[config.mk]
export PLATFORM = sky130hd
export DESIGN_NAME = alu_cmd_sequencer
export DESIGN_NICKNAME = d
export VERILOG_FILES = /design/src/rtl/alu_cmd_sequencer.sv
export SDC_FILE = /design/constraint.sdc
export NUM_CORES = 1
export LEC_CHECK = 0
export ABC_AREA = 1
export CAP_MARGIN = 20
export CORE_MARGIN = 1.5
export CORE_UTILIZATION = 50
export DETAILED_ROUTE_END_ITERATION = 12
export HOLD_SLACK_MARGIN = 0.02
export PLACE_DENSITY = 0.7
export REMOVE_ABC_BUFFERS = 1
export SLEW_MARGIN = 30
export SYNTH_ARGS = -nofsm -noshare
export SYNTH_HDL_FRONTEND = slang
export SYNTH_SLANG_ARGS = --single-unit
[constraint.sdc]
create_clock -name i_clk -period 3.9 [get_ports i_clk]
set_clock_uncertainty 0.15 [all_clocks]
set_input_delay 0.78 -clock i_clk [delete_from_list [all_inputs] [get_ports i_clk]]
set_output_delay 0.78 -clock i_clk [all_outputs]
set_load 0.05 [all_outputs]
[src/rtl/alu_cmd_sequencer.sv]
// alu_cmd_sequencer
//   Sequential front-end for the 8-bit ALU datapath. It takes one command per
//   cmd valid/ready handshake and evaluates it. Single-cycle ops are NOT, AND,
//   OR, XOR, ADD, SUB and SHL. MUL is a multi-cycle shift-add multiply. The
//   registered result and flags are held until the consumer accepts them on
//   the res valid/ready handshake.
//
// Ports
//   i_clk        system clock, rising edge
//   i_rst        synchronous reset, active high, overrides every other input
//   i_cmd_valid  command present
//   o_cmd_ready  command can be accepted (IDLE only)
//   i_cmd_op     000 NOT, 001 AND, 010 OR, 011 XOR, 100 ADD, 101 SUB, 110 SHL, 111 MUL
//   i_cmd_a      operand A
//   i_cmd_b      operand B (ignored for NOT / SHL)
//   o_res_valid  result valid (DONE only)
//   i_res_ready  consumer accepts result
//   o_res_data   registered result
//   o_res_carry  carry / borrow / multiply-overflow flag
//   o_res_zero   result is zero
//   o_busy       multiply in progress
module alu_cmd_sequencer #(
    parameter int WIDTH      = 8,
    parameter int MUL_CYCLES = 8
) (
    input  logic             i_clk,
    input  logic             i_rst,
    input  logic             i_cmd_valid,
    output logic             o_cmd_ready,
    input  logic [2:0]       i_cmd_op,
    input  logic [WIDTH-1:0] i_cmd_a,
    input  logic [WIDTH-1:0] i_cmd_b,
    output logic             o_res_valid,
    input  logic             i_res_ready,
    output logic [WIDTH-1:0] o_res_data,
    output logic             o_res_carry,
    output logic             o_res_zero,
    output logic             o_busy
);

    localparam int CW = (MUL_CYCLES > 1) ? $clog2(MUL_CYCLES) : 1;
    localparam logic [CW-1:0] CNT_LAST = CW'(MUL_CYCLES - 1);

    localparam logic [2:0] OP_NOT = 3'b000;
    localparam logic [2:0] OP_AND = 3'b001;
    localparam logic [2:0] OP_OR  = 3'b010;
    localparam logic [2:0] OP_XOR = 3'b011;
    localparam logic [2:0] OP_ADD = 3'b100;
    localparam logic [2:0] OP_SUB = 3'b101;
    localparam logic [2:0] OP_SHL = 3'b110;
    localparam logic [2:0] OP_MUL = 3'b111;

    typedef enum logic [1:0] {
        ST_IDLE = 2'd0,
        ST_MUL  = 2'd1,
        ST_DONE = 2'd2
    } state_e;

    state_e                 r_state;
    state_e                 w_state_next;
    logic [WIDTH-1:0]       r_a;
    logic [WIDTH-1:0]       r_b;
    logic [2*WIDTH-1:0]     r_acc;
    logic [CW-1:0]          r_cnt;
    logic [WIDTH-1:0]       r_data;
    logic                   r_carry;
    logic                   r_zero;

    logic                   w_accept;
    logic                   w_is_mul;
    logic                   w_mul_last;
    logic [WIDTH:0]         w_sum;
    logic [WIDTH:0]         w_diff;
    logic [WIDTH-1:0]       w_alu_res;
    logic                   w_alu_carry;
    logic [2*WIDTH-1:0]     w_partial;
    logic [2*WIDTH-1:0]     w_acc_next;

    assign o_cmd_ready = (r_state == ST_IDLE);
    assign o_res_valid = (r_state == ST_DONE);
    assign o_busy      = (r_state == ST_MUL);
    assign o_res_data  = r_data;
    assign o_res_carry = r_carry;
    assign o_res_zero  = r_zero;

    assign w_accept   = i_cmd_valid && o_cmd_ready;
    assign w_is_mul   = (i_cmd_op == OP_MUL);
    assign w_mul_last = (r_cnt == CNT_LAST);

    // Bit 8 of the 9-bit difference is the borrow, so it is set exactly when A < B.
    assign w_sum  = {1'b0, i_cmd_a} + {1'b0, i_cmd_b};
    assign w_diff = {1'b0, i_cmd_a} - {1'b0, i_cmd_b};

    always_comb begin
        w_alu_res   = '0;
        w_alu_carry = 1'b0;
        case (i_cmd_op)
            OP_NOT: w_alu_res = ~i_cmd_a;
            OP_AND: w_alu_res = i_cmd_a & i_cmd_b;
            OP_OR:  w_alu_res = i_cmd_a | i_cmd_b;
            OP_XOR: w_alu_res = i_cmd_a ^ i_cmd_b;
            OP_ADD: begin
                w_alu_res   = w_sum[WIDTH-1:0];
                w_alu_carry = w_sum[WIDTH];
            end
            OP_SUB: begin
                w_alu_res   = w_diff[WIDTH-1:0];
                w_alu_carry = w_diff[WIDTH];
            end
            OP_SHL: begin
                w_alu_res   = {i_cmd_a[WIDTH-2:0], 1'b0};
                w_alu_carry = i_cmd_a[WIDTH-1];
            end
            default: ;
        endcase
    end

    // One shift-add step. The final step's sum is written straight to the
    // result so that DONE is reached on the MUL_CYCLES-th MUL edge.
    assign w_partial  = {{WIDTH{1'b0}}, r_a} << r_cnt;
    assign w_acc_next = r_acc + (r_b[r_cnt] ? w_partial : '0);

    always_comb begin
        w_state_next = r_state;
        case (r_state)
            ST_IDLE: if (i_cmd_valid) w_state_next = w_is_mul ? ST_MUL : ST_DONE;
            ST_MUL:  if (w_mul_last)  w_state_next = ST_DONE;
            ST_DONE: if (i_res_ready) w_state_next = ST_IDLE;
            default: w_state_next = ST_IDLE;
        endcase
    end

    always_ff @(posedge i_clk) begin
        if (i_rst) begin
            r_state <= ST_IDLE;
        end else begin
            r_state <= w_state_next;
        end
    end

    always_ff @(posedge i_clk) begin
        if (i_rst) begin
            r_a     <= '0;
            r_b     <= '0;
            r_acc   <= '0;
            r_cnt   <= '0;
            r_data  <= '0;
            r_carry <= 1'b0;
            r_zero  <= 1'b0;
        end else if (w_accept) begin
            if (w_is_mul) begin
                r_a   <= i_cmd_a;
                r_b   <= i_cmd_b;
                r_acc <= '0;
                r_cnt <= '0;
            end else begin
                r_data  <= w_alu_res;
                r_carry <= w_alu_carry;
                r_zero  <= (w_alu_res == '0);
            end
        end else if (r_state == ST_MUL) begin
            r_acc <= w_acc_next;
            r_cnt <= r_cnt + 1'b1;
            if (w_mul_last) begin
                r_data  <= w_acc_next[WIDTH-1:0];
                r_carry <= |w_acc_next[2*WIDTH-1:WIDTH];
                r_zero  <= (w_acc_next[WIDTH-1:0] == '0);
            end
        end
    end

endmodule

==> reports/qor.txt, run 1 <==
status = finished clean
Clk Latency, worst-skew pair = 0.31 ns
Final TNS setup = 0 ns
Seq pwr share = 41.1%
design area = 0.005105 mm^2
Worst Path Required = 3.96 ns
Netlist cell types = 44
nature of the critical path startpoint = flip-flop
Synth top area share = 20.36%
vias in the first global route = 4524
critical path type = reg2reg
grt ovf = 0
post-synthesis cell area = 0.004621 mm^2
RSZ-0062 raised after global routing = no
post-route ant nets = 0
largest area contributor in the synthesized netlist = dfxtp_1
GP Congestion = 0.9780
Initial Util = 52.22%
worst hold slack = 0.3297 ns
fin crit share = 87.51%
Antenna Cells = 0
min Tclk post-route = 3.413 ns
clock sinks = 47
Net count, final = 848
1st-iter DRT viols = 397
hold-fix buffer count after cts = 0
Clock power frac = 29.8%
DRC = 0
first-pass GRT wire length = 21.98 mm
GR Util All Layers = 28.02%
Yosys reg bits = 47
hold violation count in the final report = 0
element type at the critical path end = flip-flop
Layout area overhead = 10.48%
clock buffers created by TritonCTS = 5
Worst EP arrival = 3.47 ns
internal power = 0.8090 mW
critical path fanouts, max = 15
Psw = 0.4314 mW
fraction of registers with async set or reset after synthesis = 0%
final wirelength = 13.30 mm
max-slew violation count = 0
PnR worst setup slack = 0.4870 ns
sequential-to-total area share from yosys stat = 20.36%
Die Area = 0.009827 mm^2
cell area power density = 243.0 mW/mm^2
Worst IR Drop VDD = 0.1618 mV
Mapped Avg Cell Area = 6.104 um^2
Post-Place Worst Slack = 0.5723 ns
number of setup buffers added after CTS = 0
Most used DFF post-synth = dfxtp_1
Switching Share = 34.78%
yosys warns = 0
dpl hpwl = 10.77 mm
initial antenna violation count = 0
CTS tree = done
layout cell share with drive strength beyond 1 = 7.033%
Lkg Pwr = 2.533 nW
clk root buf = clkbuf_8
Die Span Y = 99.13 um
# IOs = 36
Max Freq = 293.0 MHz
die width = 99.13 um
routed vias = 4920
final setup vio count = 0
Combinational Power Share = 29.1%
pin count of the biggest net entering global routing = 30
Slew headroom = 50.49%
Worst Max-Slew Pin Slew = 0.7418 ns
buffers added on ports = 35
MaxCap Viol Count = 0
number of flops mapped to enable cells by yosys = 0
post-CTS sizing = 0
DP Area = 0.004992 mm^2
routed len/inst = 14.94 um
worst hold-check path type = reg2reg
drt pass-1 iters = 4
Reg clk slew, reported paths = 0.10 ns
post-DR vias/cell = 5.528
# rows = 34
Synth area leaders = dfxtp_1 (20%), nand2_1 (18%), ha_1 (11%)
H-tree levels = 2
Max Buffers Root-to-Sink = 2
Core Region = 0.008848 mm^2
Mapped Cells = 757
[flip-flops by register name, indices dropped and copies added, names as in the netlist]
signal and count:
r_acc 16, o_res_data 8, r_b 8, o_res_zero 1
r_a 8, o_res_carry 1, r_cnt 3, r_state 2
[layer usage]
metal	global-route usage [%]	share of wire, %
met4	5.525	1.0
met3	3.654	6.0
met1	40.63	50
met5	0	0
met2	44.99	43
[power groups by stage]
stage | registers, mW | clock network, mW | logic, mW
2_1_floorplan | 0.555 | 0 | 0.194
3_3_place_gp | 0.520 | 0 | 0.352
3_5_place_dp | 0.520 | 0 | 0.356
4_1_cts | 0.509 | 0.374 | 0.357
5_1_grt | 0.512 | 0.396 | 0.395
6_report | 0.509 | 0.370 | 0.361
[layout by cell type (no fill, tap or decap), types with 2 or more instances in the layout]
cell type        synthesis  layout
nand2_2                  5       5
ha_1                    41      41
o22ai_1                  5       5
nor2_2                   2       2
a21oi_2                  7       7
mux2i_1                  2       2
clkbuf_8                 1       5
o21ai_0                 45      45
buf_4                    3       5
nand2_1                221     221
inv_4                    2       2
nor2_4                   2       2
nor3_1                   8       8
inv_1                   98      98
fa_1                     3       3
xor2_1                   3       3
nor3_2                   2       2
nand3_2                  3       3
nand4_1                 12      12
xnor2_1                  4       4
clkdlybuf4s50_1          0      35
a21oi_1                 48      48
dfxtp_1                 47      47
and2_1                   4       4
nand3_1                 60      60
o21ai_1                 12      12
or2_2                    4       4
nor3_4                   2       2
nor2_1                  61      61
a31oi_1                  8       8
inv_2                   10      10
nand3b_1                 3       3
[critical path: stages (launching register included)]
cell and delay, ns:
dfxtp_1 0.59, inv_1 0.28, o21ai_0 0.16, o22ai_1 0.10, nand2_1 0.16, nand2_1 0.15, o21ai_0 0.12, inv_1 0.06
ha_1 0.35, nand2_1 0.13, nor2_1 0.22, and2_1 0.16, nand2_1 0.12, nand2_1 0.10, nand2_1 0.06, nand2_1 0.09
nand2_1 0.06, nor2_1 0.08, nand2_1 0.06, nand2_1 0.06, a21oi_1 0.06
[Yosys cell counts (all sizes together) (4+ instances only)]
| library cell | n |
|---|---|
| a21oi | 55 |
| nor2 | 66 |
| a31oi | 8 |
| inv | 110 |
| clkbuf | 10 |
| nand3 | 63 |
| o22ai | 5 |
| o21ai | 58 |
| ha | 41 |
| nand2 | 227 |
| and2 | 4 |
| nor3 | 12 |
| buf | 13 |
| or2 | 5 |
| xnor2 | 4 |
| nand4 | 12 |
| dfxtp | 47 |
[logic make-up (layout without fill, tap and decap cells)]
kind of cell | count (synthesis) | after routing | synth area share [%]
AND/OR/NAND/NOR | 393 | 393 | 37.64
buffers and inverters | 133 | 158 | 12.32
AO/OA/AOI/OAI | 131 | 131 | 15.52
flip-flops | 47 | 47 | 20.36
adder cells (fa/ha/maj) | 44 | 44 | 12.40
XOR/XNOR | 7 | 7 | 1.327
multiplexers | 2 | 2 | 0.4333
[cell type report]
type                            count  area [um^2]
Clock inverter                      3        43.79
Tap cell                          108        135.1
Timing Repair Buffer               40        387.9
Sequential cell                    47        940.9
Inverter                          110        417.9
Clock buffer                        5        68.82
Fill cell                         923         3744
Multi-Input combinational cell    577         3110
[through the flow]
stage          instances  util, %  power [mW]
2_1_floorplan        734        -      0.7483
3_3_place_gp         882    56.42      0.8718
3_5_place_dp         882    56.42      0.8757
4_1_cts              890    57.69       1.241
5_1_grt              890    57.69       1.303
6_report             890    57.69       1.240
[worst paths after layout]
kind | startpoint | endpoint | slack (ns) | depth (start not counted)
max reg2reg | r_cnt[1] | o_res_carry | 0.49 | 20
max | r_cnt[1] | o_res_carry | 0.49 | 20
min | r_acc[3] | r_acc[3] | 0.33 | 2
min reg2reg | r_acc[3] | r_acc[3] | 0.33 | 2
Note: power is estimated with default switching activity, not from simulation.
==> inputs of run 2 (changes only) <==
Settings changed: CORE_UTILIZATION 50 to 60, PLACE_DENSITY 0.7 to 0.82, SLEW_MARGIN 30 to 20.
==> reports/qor.txt, run 2 (synthesis results as in run 1) <==
Final TNS setup = 0 ns
Layout area overhead = 10.24%
Initial Util = 62.70%
Die Span Y = 90.76 um
nature of the critical path startpoint = flip-flop
Worst IR Drop VDD = 0.1979 mV
first-pass GRT wire length = 21.84 mm
CP max stage delay = 0.51 ns
DRC = 0
final wirelength = 13.09 mm
layout cell share with drive strength beyond 1 = 7.170%
Antenna Cells = 0
Lkg Pwr = 2.531 nW
Crit. Startpoint = r_cnt[0]
hold violation count in the final report = 0
die width = 90.76 um
final setup vio count = 0
Worst Max-Slew Pin Slew = 0.7187 ns
Biggest register = r_acc
critical path type = reg2reg
Critical Path End = o_res_carry
initial antenna violation count = 0
Core Region = 0.007370 mm^2
MaxCap Viol Count = 0
grt ovf = 0
Critical R2R Capture = o_res_carry
Final Util = 69.12%
design area = 0.005094 mm^2
Reg clk slew, reported paths = 0.09 ns
cell area power density = 244.5 mW/mm^2
commonest non-fill, non-tap cell in the layout = nand2_1
r2r setup slk = 0.50 ns
worst reg2reg startpoint = r_cnt[0]
max-slew violation count = 0
Net count, final = 847
min Tclk post-route = 3.403 ns
max FFs per register = 16
clock sinks = 47
fin crit share = 87.25%
dpl cells = 872
routed vias = 5040
RSZ-0062 raised after global routing = no
worst path cell trace = inv_1 > o21ai_0 > o22ai_1 > nand2_1 > nand2_1 > o21ai_0 > inv_1 > ha_1 > nand2_1 > nor2_1 > nand2_1 > nand3_1 > nand2_1 > nand2_1 > nand2_1 > nand2_1 > nand2_1 > nor2_1 > nand2_1 > nand2_1 > a21oi_1
Post-Layout Cell Count = 880
dpl hpwl = 10.45 mm
critical path fanouts, max = 19
element type at the critical path end = flip-flop
worst hold-check path type = reg2reg
CTS tree = done
Max Buffers Root-to-Sink = 2
Clk Latency, worst-skew pair = 0.31 ns
routed len/inst = 14.88 um
GP Congestion = 1.005
commonest cells after routing, fill and taps aside = nand2_1 (221), inv_1 (98), nor2_1 (61)
post-route ant nets = 0
FILL cells = 679
1st-iter DRT viols = 574
Worst path slowest cell = dfxtp_2
worst reg2reg path depth = 21
# rows = 31
clk root buf = clkbuf_8
clock buffers created by TritonCTS = 5
# IOs = 36
Worst path most repeated cell = nand2_1
Worst EP arrival = 3.45 ns
Worst Path Required = 3.95 ns
hold-fix buffer count after cts = 0
GR Util All Layers = 32.80%
Slew headroom = 52.04%
buffers added on ports = 35
drt pass-1 iters = 5
Die Area = 0.008236 mm^2
status = finished clean
post-DR vias/cell = 5.727
H-tree levels = 2
DP Area = 0.004974 mm^2
Max Freq = 293.9 MHz
pin count of the biggest net entering global routing = 30
number of setup buffers added after CTS = 0
vias in the first global route = 4618
## run 2: cell types whose count changed in the layout (fill, tap and decap cells not counted)
cell / previous run / this run
clkinv_4: 1 / 0
dfxtp_2: 0 / 2
buf_4: 5 / 4
dfxtp_1: 47 / 45
clkbuf_8: 5 / 6
## run 2: area by class of cell
| cell class | instances | area [um^2] | share of cell area (%) |
|---|---|---|---|
| inverters | 110 | 417.9 | 8.204 |
| repair buffers | 39 | 380.4 | 7.467 |
| clock buffers | 6 | 82.58 | 1.621 |
| well taps | 99 | 123.9 | 2.432 |
| multi-input cells | 577 | 3110 | 61.07 |
| clock inverters | 2 | 35.03 | 0.6878 |
| flip-flops and latches | 47 | 943.4 | 18.52 |
## run 2: layer usage
| metal | up-vias | wire length (um) | track usage (%) |
|---|---|---|---|
| met5 | - | 0 | 0 |
| met4 | 0 | 158 | 6.481 |
| met2 | 264 | 5728 | 52.32 |
| li1 | 2486 | - | - |
| met1 | 2276 | 5805 | 46.16 |
| met3 | 14 | 1399 | 5.808 |
## run 2: worst min-delay path by stage
stage | startpoint | endpoint | slack [ns] | cells past startpoint
after floorplan | r_acc[0] | r_acc[0] | 0.29 | 2
after global routing | r_acc[0] | r_acc[0] | 0.36 | 2
after detailed placement | r_acc[11] | r_acc[11] | 0.31 | 2
after global placement | r_acc[0] | r_acc[0] | 0.30 | 2
final | r_acc[0] | r_acc[0] | 0.33 | 2
after CTS | r_acc[0] | r_acc[0] | 0.33 | 2
## run 2: power by group
group          leakage (nW)  total, mW  internal, mW  switching (mW)
clock network        0.0612      0.377         0.208           0.169
registers             0.383      0.511         0.498          0.0133
logic                  2.09      0.358         0.120           0.238
total                  2.53       1.25         0.825           0.420
## run 2: timing repair
action	4_1_cts	5_1_grt
endpoints found under the hold margin	0	0
resized for setup	0	2
endpoints found under the setup margin	0	3
## run 2: critical path, delay by kind of cell (launching register included)
kind / cells / cell delay [ns]
AO/OA/AOI/OAI: 4 / 0.59
adder cells (fa/ha/maj): 1 / 0.35
buffers and inverters: 2 / 0.28
flip-flops: 1 / 0.51
AND/OR/NAND/NOR: 14 / 1.42
## run 2: per-stage QoR
| stage | setup WS (ns) | total power, mW | hold WS, ns |
|---|---|---|---|
| 2_1_floorplan | 0.9915 | 0.7483 | 0.2891 |
| 3_3_place_gp | 0.5731 | 0.8664 | 0.3045 |
| 3_5_place_dp | 0.4649 | 0.8715 | 0.3123 |
| 4_1_cts | 0.3664 | 1.240 | 0.3276 |
| 5_1_grt | 0.06553 | 1.302 | 0.3554 |
| 6_report | 0.4972 | 1.245 | 0.3250 |
==> inputs of run 3 (changes only) <==
Settings changed: CTS_BUF_LIST set to sky130_fd_sc_hd__clkbuf_16.
==> reports/qor.txt, run 3 (synthesis results as in run 1) <==
status = finished clean
cell area power density = 263.3 mW/mm^2
GP Congestion = 1.005
clock buffers created by TritonCTS = 5
drt pass-1 iters = 5
dpl hpwl = 10.45 mm
Slew headroom = 52.45%
RSZ-0062 raised after global routing = no
Combinational Power Share = 26.5%
DP Area = 0.004974 mm^2
Antenna Cells = 0
pin count of the biggest net entering global routing = 30
Die Area = 0.008236 mm^2
Initial Util = 62.70%
initial antenna violation count = 0
Max Freq = 294.7 MHz
Final TNS setup = 0 ns
first-pass GRT wire length = 21.99 mm
Reg clk slew, reported paths = 0.06 ns
post-route ant nets = 0
fin crit share = 87.02%
DRC = 0
vias in the first global route = 4632
clock sinks = 47
Switching Share = 32.23%
Seq pwr share = 37.8%
internal power = 0.9172 mW
critical path fanouts, max = 19
min Tclk post-route = 3.394 ns
Biggest register = r_acc
H-tree levels = 2
routed len/inst = 15.08 um
max FFs per register = 16
Clk Latency, worst-skew pair = 0.29 ns
grt ovf = 0
GR Util All Layers = 33.14%
# rows = 31
Worst IR Drop VDD = 0.1704 mV
element type at the critical path end = flip-flop
final setup vio count = 0
nature of the critical path startpoint = flip-flop
commonest cells after routing, fill and taps aside = nand2_1 (221), inv_1 (98), nor2_1 (61)
hold-fix buffer count after cts = 0
post-DR vias/cell = 5.780
clk root buf = clkbuf_16
commonest non-fill, non-tap cell in the layout = nand2_1
MaxCap Viol Count = 0
hold violation count in the final report = 0
Worst EP arrival = 3.42 ns
Layout area overhead = 11.24%
CTS tree = done
worst hold-check path type = reg2reg
routed vias = 5086
Net count, final = 847
1st-iter DRT viols = 539
Worst Path Required = 3.93 ns
Lkg Pwr = 2.551 nW
Core Region = 0.007370 mm^2
buffers added on ports = 35
# IOs = 36
layout cell share with drive strength beyond 1 = 7.042%
Worst Max-Slew Pin Slew = 0.7125 ns
Clock power frac = 35.7%
design area = 0.005140 mm^2
Max Buffers Root-to-Sink = 2
Psw = 0.4363 mW
Die Span Y = 90.76 um
max-slew violation count = 0
die width = 90.76 um
r2r setup slk = 0.51 ns
final wirelength = 13.27 mm
critical path type = reg2reg
[run 3: changes by cell type in the layout (fill, tap and decap cells not counted), sizes merged]
cell,before,now
clkbuf,6,5
clkinv,1,2
[run 3: per-stage QoR]
| stage | setup slack [ns] | power (mW) | util (%) | instances | hold WS (ns) |
|---|---|---|---|---|---|
| finish | 0.5064 | 1.354 | 69.75 | 880 | 0.3280 |
| global route | 0.06115 | 1.411 | 69.75 | 880 | 0.3531 |
| CTS | 0.3474 | 1.349 | 69.71 | 880 | 0.3244 |
| detailed placement | 0.4649 | 0.8715 | 67.49 | 872 | 0.3123 |
| global placement | 0.5731 | 0.8664 | 67.49 | 872 | 0.3045 |
| floorplan | 0.9915 | 0.7483 | - | 734 | 0.2891 |
[run 3: timing repair]
item | 4_1_cts | 5_1_grt
gates resized for setup | 0 | 2
setup buffers | 0 | 0
endpoints found under the setup margin | 0 | 2
[run 3: final timing paths]
kind | start | end | cells past startpoint
min reg2reg | r_acc[11] | r_acc[11] | 2
max reg2reg | r_cnt[0] | o_res_carry | 21
min | r_acc[11] | r_acc[11] | 2
max | r_cnt[0] | o_res_carry | 21
[run 3: power by group through the flow]
stage	Clock (mW)	Combinational, mW	Sequential, mW
after global placement	0	0.345	0.521
final	0.483	0.359	0.511
after floorplan	0	0.194	0.555
after detailed placement	0	0.350	0.521
after global routing	0.506	0.392	0.513
after CTS	0.486	0.352	0.511
[run 3: area by class of cell]
type	count	area (um^2)
flip-flops and latches	47	943.4
clock buffers	5	125.1
clock inverters	3	38.79
repair buffers	39	380.4
well taps	99	123.9
inverters	110	417.9
fillers	672	2230
multi-input cells	577	3110
[run 3: critical path, cell delays in order, from the launching register on]
cell,delay [ns]
dfxtp_2,0.50
inv_1,0.21
o21ai_0,0.24
o22ai_1,0.11
nand2_1,0.16
nand2_1,0.17
o21ai_0,0.15
inv_1,0.07
ha_1,0.35
nand2_1,0.11
nor2_1,0.15
nand2_1,0.07
nand3_1,0.11
nand2_1,0.14
nand2_1,0.09
nand2_1,0.06
nand2_1,0.06
nand2_1,0.07
nor2_1,0.11
nand2_1,0.07
nand2_1,0.07
a21oi_1,0.06
[run 3: per-layer routing]
| layer | vias to the layer above | wire length, um | global-route usage, % |
|---|---|---|---|
| li1 | 2497 | - | - |
| met1 | 2317 | 5910 | 46.21 |
| met2 | 255 | 5748 | 52.44 |
| met3 | 17 | 1413 | 6.145 |
| met4 | 0 | 198 | 8.069 |
| met5 | - | 0 | 0 |
==> RTL edit 1 (flow settings as in run 3) <==
`MUL_CYCLES`: 8 -> 16.
--- a/src/rtl/alu_cmd_sequencer.sv
+++ b/src/rtl/alu_cmd_sequencer.sv
@@ -22,5 +22,5 @@
 module alu_cmd_sequencer #(
     parameter int WIDTH      = 8,
-    parameter int MUL_CYCLES = 8
+    parameter int MUL_CYCLES = 16
 ) (
     input  logic             i_clk,
Function: changed (a bounded check fails within 10 cycles, from zero or initial values and one cycle with i_rst high).
==> RTL edit 1 against run 3 <==
Sequential cell count increased by 1; cell count is 1.4% higher; count of clock-buffer cells in the layout is the same; power up 6.2%; first-iteration DRC count down 11%; clock power rose by 19%; sequential share of layout area grew 0.18 points; design area rose by 1.0%; synthesized area rose by 0.27%; setup slack got worse by 0.068 ns; via count rose by 1.9%; routed wire length increased by 5.5%; synthesized cell count is 1.5% higher; critical endpoint unchanged; largest cell class unchanged.
==> RTL edit 1: results (changes against run 3) <==
| Metric | Value |
|---|---|
| Mapped Cells | 768 (+1.5%) |
| Post-synthesis cell type count | 45 (+2.3%) |
| M1 WL | 6170 microns (+4.4%) |
| Number of global-route vias before repair | 4960 (+7.1%) |
| Largest net degree at the start of global routing | 29 (-3.3%) |
| R2r worst-path depth | 19 (-9.5%) |
| Synth cell count leaders | nand2_1, inv_1, a21oi_1 |
| Synth top area cells | dfxtp_1, nand2_1, ha_1 |
| DP Wirelength | 11000 microns (+5.0%) |
| Vias per Instance | 5.81 (+0.52%) |
| Critical path fanouts, max | 14 (-5) |
| Met2 Wirelength | 6250 microns (+8.8%) |
| Leak | 2.53 nW (-0.94%) |
| Placed Cells incl. Taps | 884 (+1.4%) |
| GRT Overall Usage | 34.8% (+1.6 points) |
| Fin nets | 858 (+1.3%) |
| Sequential area share after synthesis | 20.7% (+0.38 points) |
| Starting DRC count in detailed routing | 482 (-11%) |
| Crit path DAT | 3.49 ns (+0.07 ns) |
| Crit-path max cell delay | 0.48 ns (-0.02 ns) |
| Met3 WL post-DR | 1210 microns (-14%) |
| Placed Area | 0.00500 sq mm (+0.45%) |
| Layout cells sized above 1 | 4.79% (-2.3 points) |
| Wire per inst | 15.7 microns (+4.1%) |
| Status | finished clean |
| Gpl congestion | 1.06 (+5.1%) |
| Slew @ Worst Pin | 0.689 ns (-0.0237 ns) |
| Global-route wire length before repair | 23300 microns (+6.0%) |
| Clock Sinks | 48 (+2.1%) |
| Maximum vdd drop | 0.000220 V (+29%) |
| Drt total wl | 14000 microns (+5.5%) |
[RTL edit 1: cell types whose count changed in the layout (fill, tap and decap cells not counted), sizes merged, moves of 4 or more]
cell and delta:
nand2 -10, o22ai +6, o21ai -4, a21oi +13, inv +8
[RTL edit 1: area by class of cell]
| cell class | instances | area, sq um |
|---|---|---|
| clock inverter | 3 | 68.8 |
| multi-input combinational | 580 | 3080 |
| fill | 648 | 2180 |
| tap | 99 | 124 |
| sequential | 48 | 962 |
| inverter | 117 | 444 |
| clock buffer | 5 | 125 |
| timing repair buffer | 40 | 388 |
[RTL edit 1: tightest hold or removal path, stage by stage (launching register included)]
cell and delay (ns):
dfxtp_1 0.30, inv_1 0.06, a21oi_1 0.06
[RTL edit 1: metal layers]
| metal | up-vias | track usage, % |
|---|---|---|
| met3 | 41 | 5.47 |
| met1 | 2338 | 46.4 |
| met2 | 272 | 57.6 |
| met5 | - | 0 |
| li1 | 2531 | - |
| met4 | 0 | 10.0 |
[RTL edit 1: stage by stage]
step           utilization (%)  setup WS [ns]
4_1_cts                   70.4          0.330
2_1_floorplan                -          0.867
5_1_grt                   70.4          0.131
6_report                  70.4          0.439
3_3_place_gp              67.8          0.552
3_5_place_dp              67.8          0.370
[RTL edit 1: timing repair]
action                                  in CTS  in global routing
hold endpoints to repair                     0                  0
resized for setup                            0                  1
setup buffers                                0                  0
endpoints found under the setup margin       0                  1
[RTL edit 1: logic make-up after synthesis]
group | Yosys count | synth area share [%]
compound gates | 149 | 17.4
flops | 48 | 20.7
fa+ha+maj | 43 | 12.1
mux | 1 | 0.216
xor+xnor | 8 | 1.51
buf+inv | 140 | 12.8
simple gates | 379 | 35.2
[RTL edit 1: path summary, 6_finish.rpt]
check	startpoint	end	slack, ns
min	r_b[0]$_SDFFE_PP0P_	r_b[0]$_SDFFE_PP0P_	0.32
max reg2reg	r_cnt[1]$_SDFFE_PP0P_	o_res_carry$_SDFFE_PP0P_	0.44
max	r_cnt[1]$_SDFFE_PP0P_	o_res_carry$_SDFFE_PP0P_	0.44
min reg2reg	r_b[0]$_SDFFE_PP0P_	r_b[0]$_SDFFE_PP0P_	0.32
[RTL edit 1: power breakdown]
part,internal (W),total (W),switching (W)
clock network,0.000370,0.000575,0.000205
logic,0.000114,0.000345,0.000231
registers,0.000507,0.000518,0.0000114
total,0.000991,0.00144,0.000447
==> RTL edit 2 (config.mk and constraints of run 3) <==
Made on the original files. Re-encode `state_e` (3 states) as one-hot, 3 bits wide.
--- a/src/rtl/alu_cmd_sequencer.sv
+++ b/src/rtl/alu_cmd_sequencer.sv
@@ -51,8 +51,8 @@
     localparam logic [2:0] OP_MUL = 3'b111;
 
-    typedef enum logic [1:0] {
-        ST_IDLE = 2'd0,
-        ST_MUL  = 2'd1,
-        ST_DONE = 2'd2
+    typedef enum logic [2:0] {
+        ST_IDLE = 3'b001,
+        ST_MUL  = 3'b010,
+        ST_DONE = 3'b100
     } state_e;
 
Behaviour: no difference found for any inputs over 10 cycles, from zero or initial values and one cycle with i_rst high; not proved beyond that.
==> RTL edit 2 against run 3 <==
Routed wire length is 1.7% lower; setup slack better by 0.058 ns; count of clock-buffer cells in the layout stayed put; critical path depth is 1 lower; combinational power is 6.7% higher; power is 2.9% higher; synthesized area is 0.49% higher; sequential cell count is 1 higher; design area is 0.27% higher; critical path type unchanged; critical endpoint unchanged; largest power group unchanged; highest routed layer unchanged.
==> RTL edit 2: results (changes against run 3) <==
| Metric | Value |
|---|---|
| Status | finished clean |
| Gpl congestion | 0.965 (-3.9%) |
| Post-synthesis cell type count | 42 (-4.5%) |
| Leak | 2.55 nW (+0.16%) |
| Clock power frac | 34.7% (-1.0 points) |
| Layout cells sized above 1 | 5.63% (-1.4 points) |
| TritonRoute pass-1 iters | 6 (+1) |
| Starting DRC count in detailed routing | 467 (-13%) |
| Comb_multi_in | 576 (-0.17%) |
| R2R Setup Slk | 0.56 ns (+0.06 ns) |
| Crit path DAT | 3.36 ns (-0.06 ns) |
| H-tree levels | 2 (unchanged) |
| Met1 global-route usage | 45.5% (-0.68 points) |
| Sw frac | 32.7% (+0.47 points) |
| Fill cell count | 687 (+2.2%) |
| Diodes inserted | 0 (unchanged) |
| GRT Overall Usage | 32.5% (-0.67 points) |
| Sequential area share after synthesis | 20.7% (+0.33 points) |
| Global-route wire length before repair | 21700 microns (-1.3%) |
| Clock-cell share of area | 3.18% (-0.0085 points) |
| Register area | 963 sq um (+2.1%) |
| Grt met3 use | 7.12% (+0.97 points) |
| CTS buffer count | 5 (unchanged) |
| Num sequential | 48 (+2.1%) |
| Worst-path clk slew | 0.07 ns |
| GR Layer Usage met2 | 50.1% (-2.3 points) |
| CTS Root Cell | clkbuf_16 |
| Number of global-route vias before repair | 4620 (-0.26%) |
| Synth top area cells | dfxtp_1, nand2_1, ha_1 |
| Synth cell count leaders | nand2_1, inv_1, nor2_1 |
| Maximum vdd drop | 0.000203 V (+19%) |
| Via count | 4999 (-1.7%) |
| GRT Max-Usage Layer | met2 |
| Crit-path max cell delay | around 0.5 ns |
| Reg with most FFs | r_acc |
| DP Wirelength | 10400 microns (-0.29%) |
| Sequential power | 0.000527 W (+3%) |
| Max Root-Sink Buffers | 2 (unchanged) |
| Non-CTS buffers | 38 (-2.6%) |
| Slew @ Worst Pin | 0.863 ns (+0.151 ns) |
| Largest net degree at the start of global routing | 31 (+3.3%) |
| Period minus WS final | 3.34 ns (-0.0583 ns) |
| Wire per inst | 14.8 microns (-1.7%) |
| Signal inverters | 111 (+0.91%) |
| Max reg flops | 16 (unchanged) |
| Multi-input combinational area share | 60.2% (-0.36 points) |
| Fin nets | 847 (unchanged) |
| NonClk Buf Share | 7.23% (-0.17 points) |
==> RTL edit 2: routing by layer <==
layer	part of all wire [%]	routed length, microns
met5	0	0
met4	2.1	272
met3	9.5	1230
met2	42	5460
met1	47	6080
==> RTL edit 2: cell families after synthesis <==
group / share of synthesized area (%)
buffers and inverters: 12.5
XOR/XNOR: 1.32
AND/OR/NAND/NOR: 35.8
AO/OA/AOI/OAI: 16.9
flip-flops: 20.7
adder cells (fa/ha/maj): 12.3
multiplexers: 0.431
==> RTL edit 2: worst min-delay path by stage <==
stage / slack [ns] / start / endpoint / cells past startpoint
finish: 0.32 / r_acc[0]$_SDFFE_PP0P_ / r_acc[0]$_SDFFE_PP0P_ / 2
global route: 0.35 / r_acc[0]$_SDFFE_PP0P_ / r_acc[0]$_SDFFE_PP0P_ / 2
CTS: 0.32 / r_acc[0]$_SDFFE_PP0P_ / r_acc[0]$_SDFFE_PP0P_ / 2
detailed placement: 0.31 / r_acc[0]$_SDFFE_PP0P_ / r_acc[0]$_SDFFE_PP0P_ / 2
global placement: 0.30 / r_acc[0]$_SDFFE_PP0P_ / r_acc[0]$_SDFFE_PP0P_ / 2
floorplan: 0.29 / r_acc[0]$_SDFFE_PP0P_ / r_acc[0]$_SDFFE_PP0P_ / 2
==> RTL edit 2: metrics by stage <==
step           power [W]  setup WS, ns  area, sq um  std cells
6_report         0.00139         0.565         5150        880
2_1_floorplan   0.000782         0.977         4490        735
3_3_place_gp    0.000906         0.471         4990        872
4_1_cts          0.00139         0.390         5150        880
5_1_grt          0.00145        0.0664         5150        880
3_5_place_dp    0.000912         0.417         4990        872
==> RTL edit 2: worst min-delay path, cell delays in order (launching register included) <==
cell and delay [ns]:
dfxtp_1 0.31, nand2_1 0.06, a21oi_1 0.05
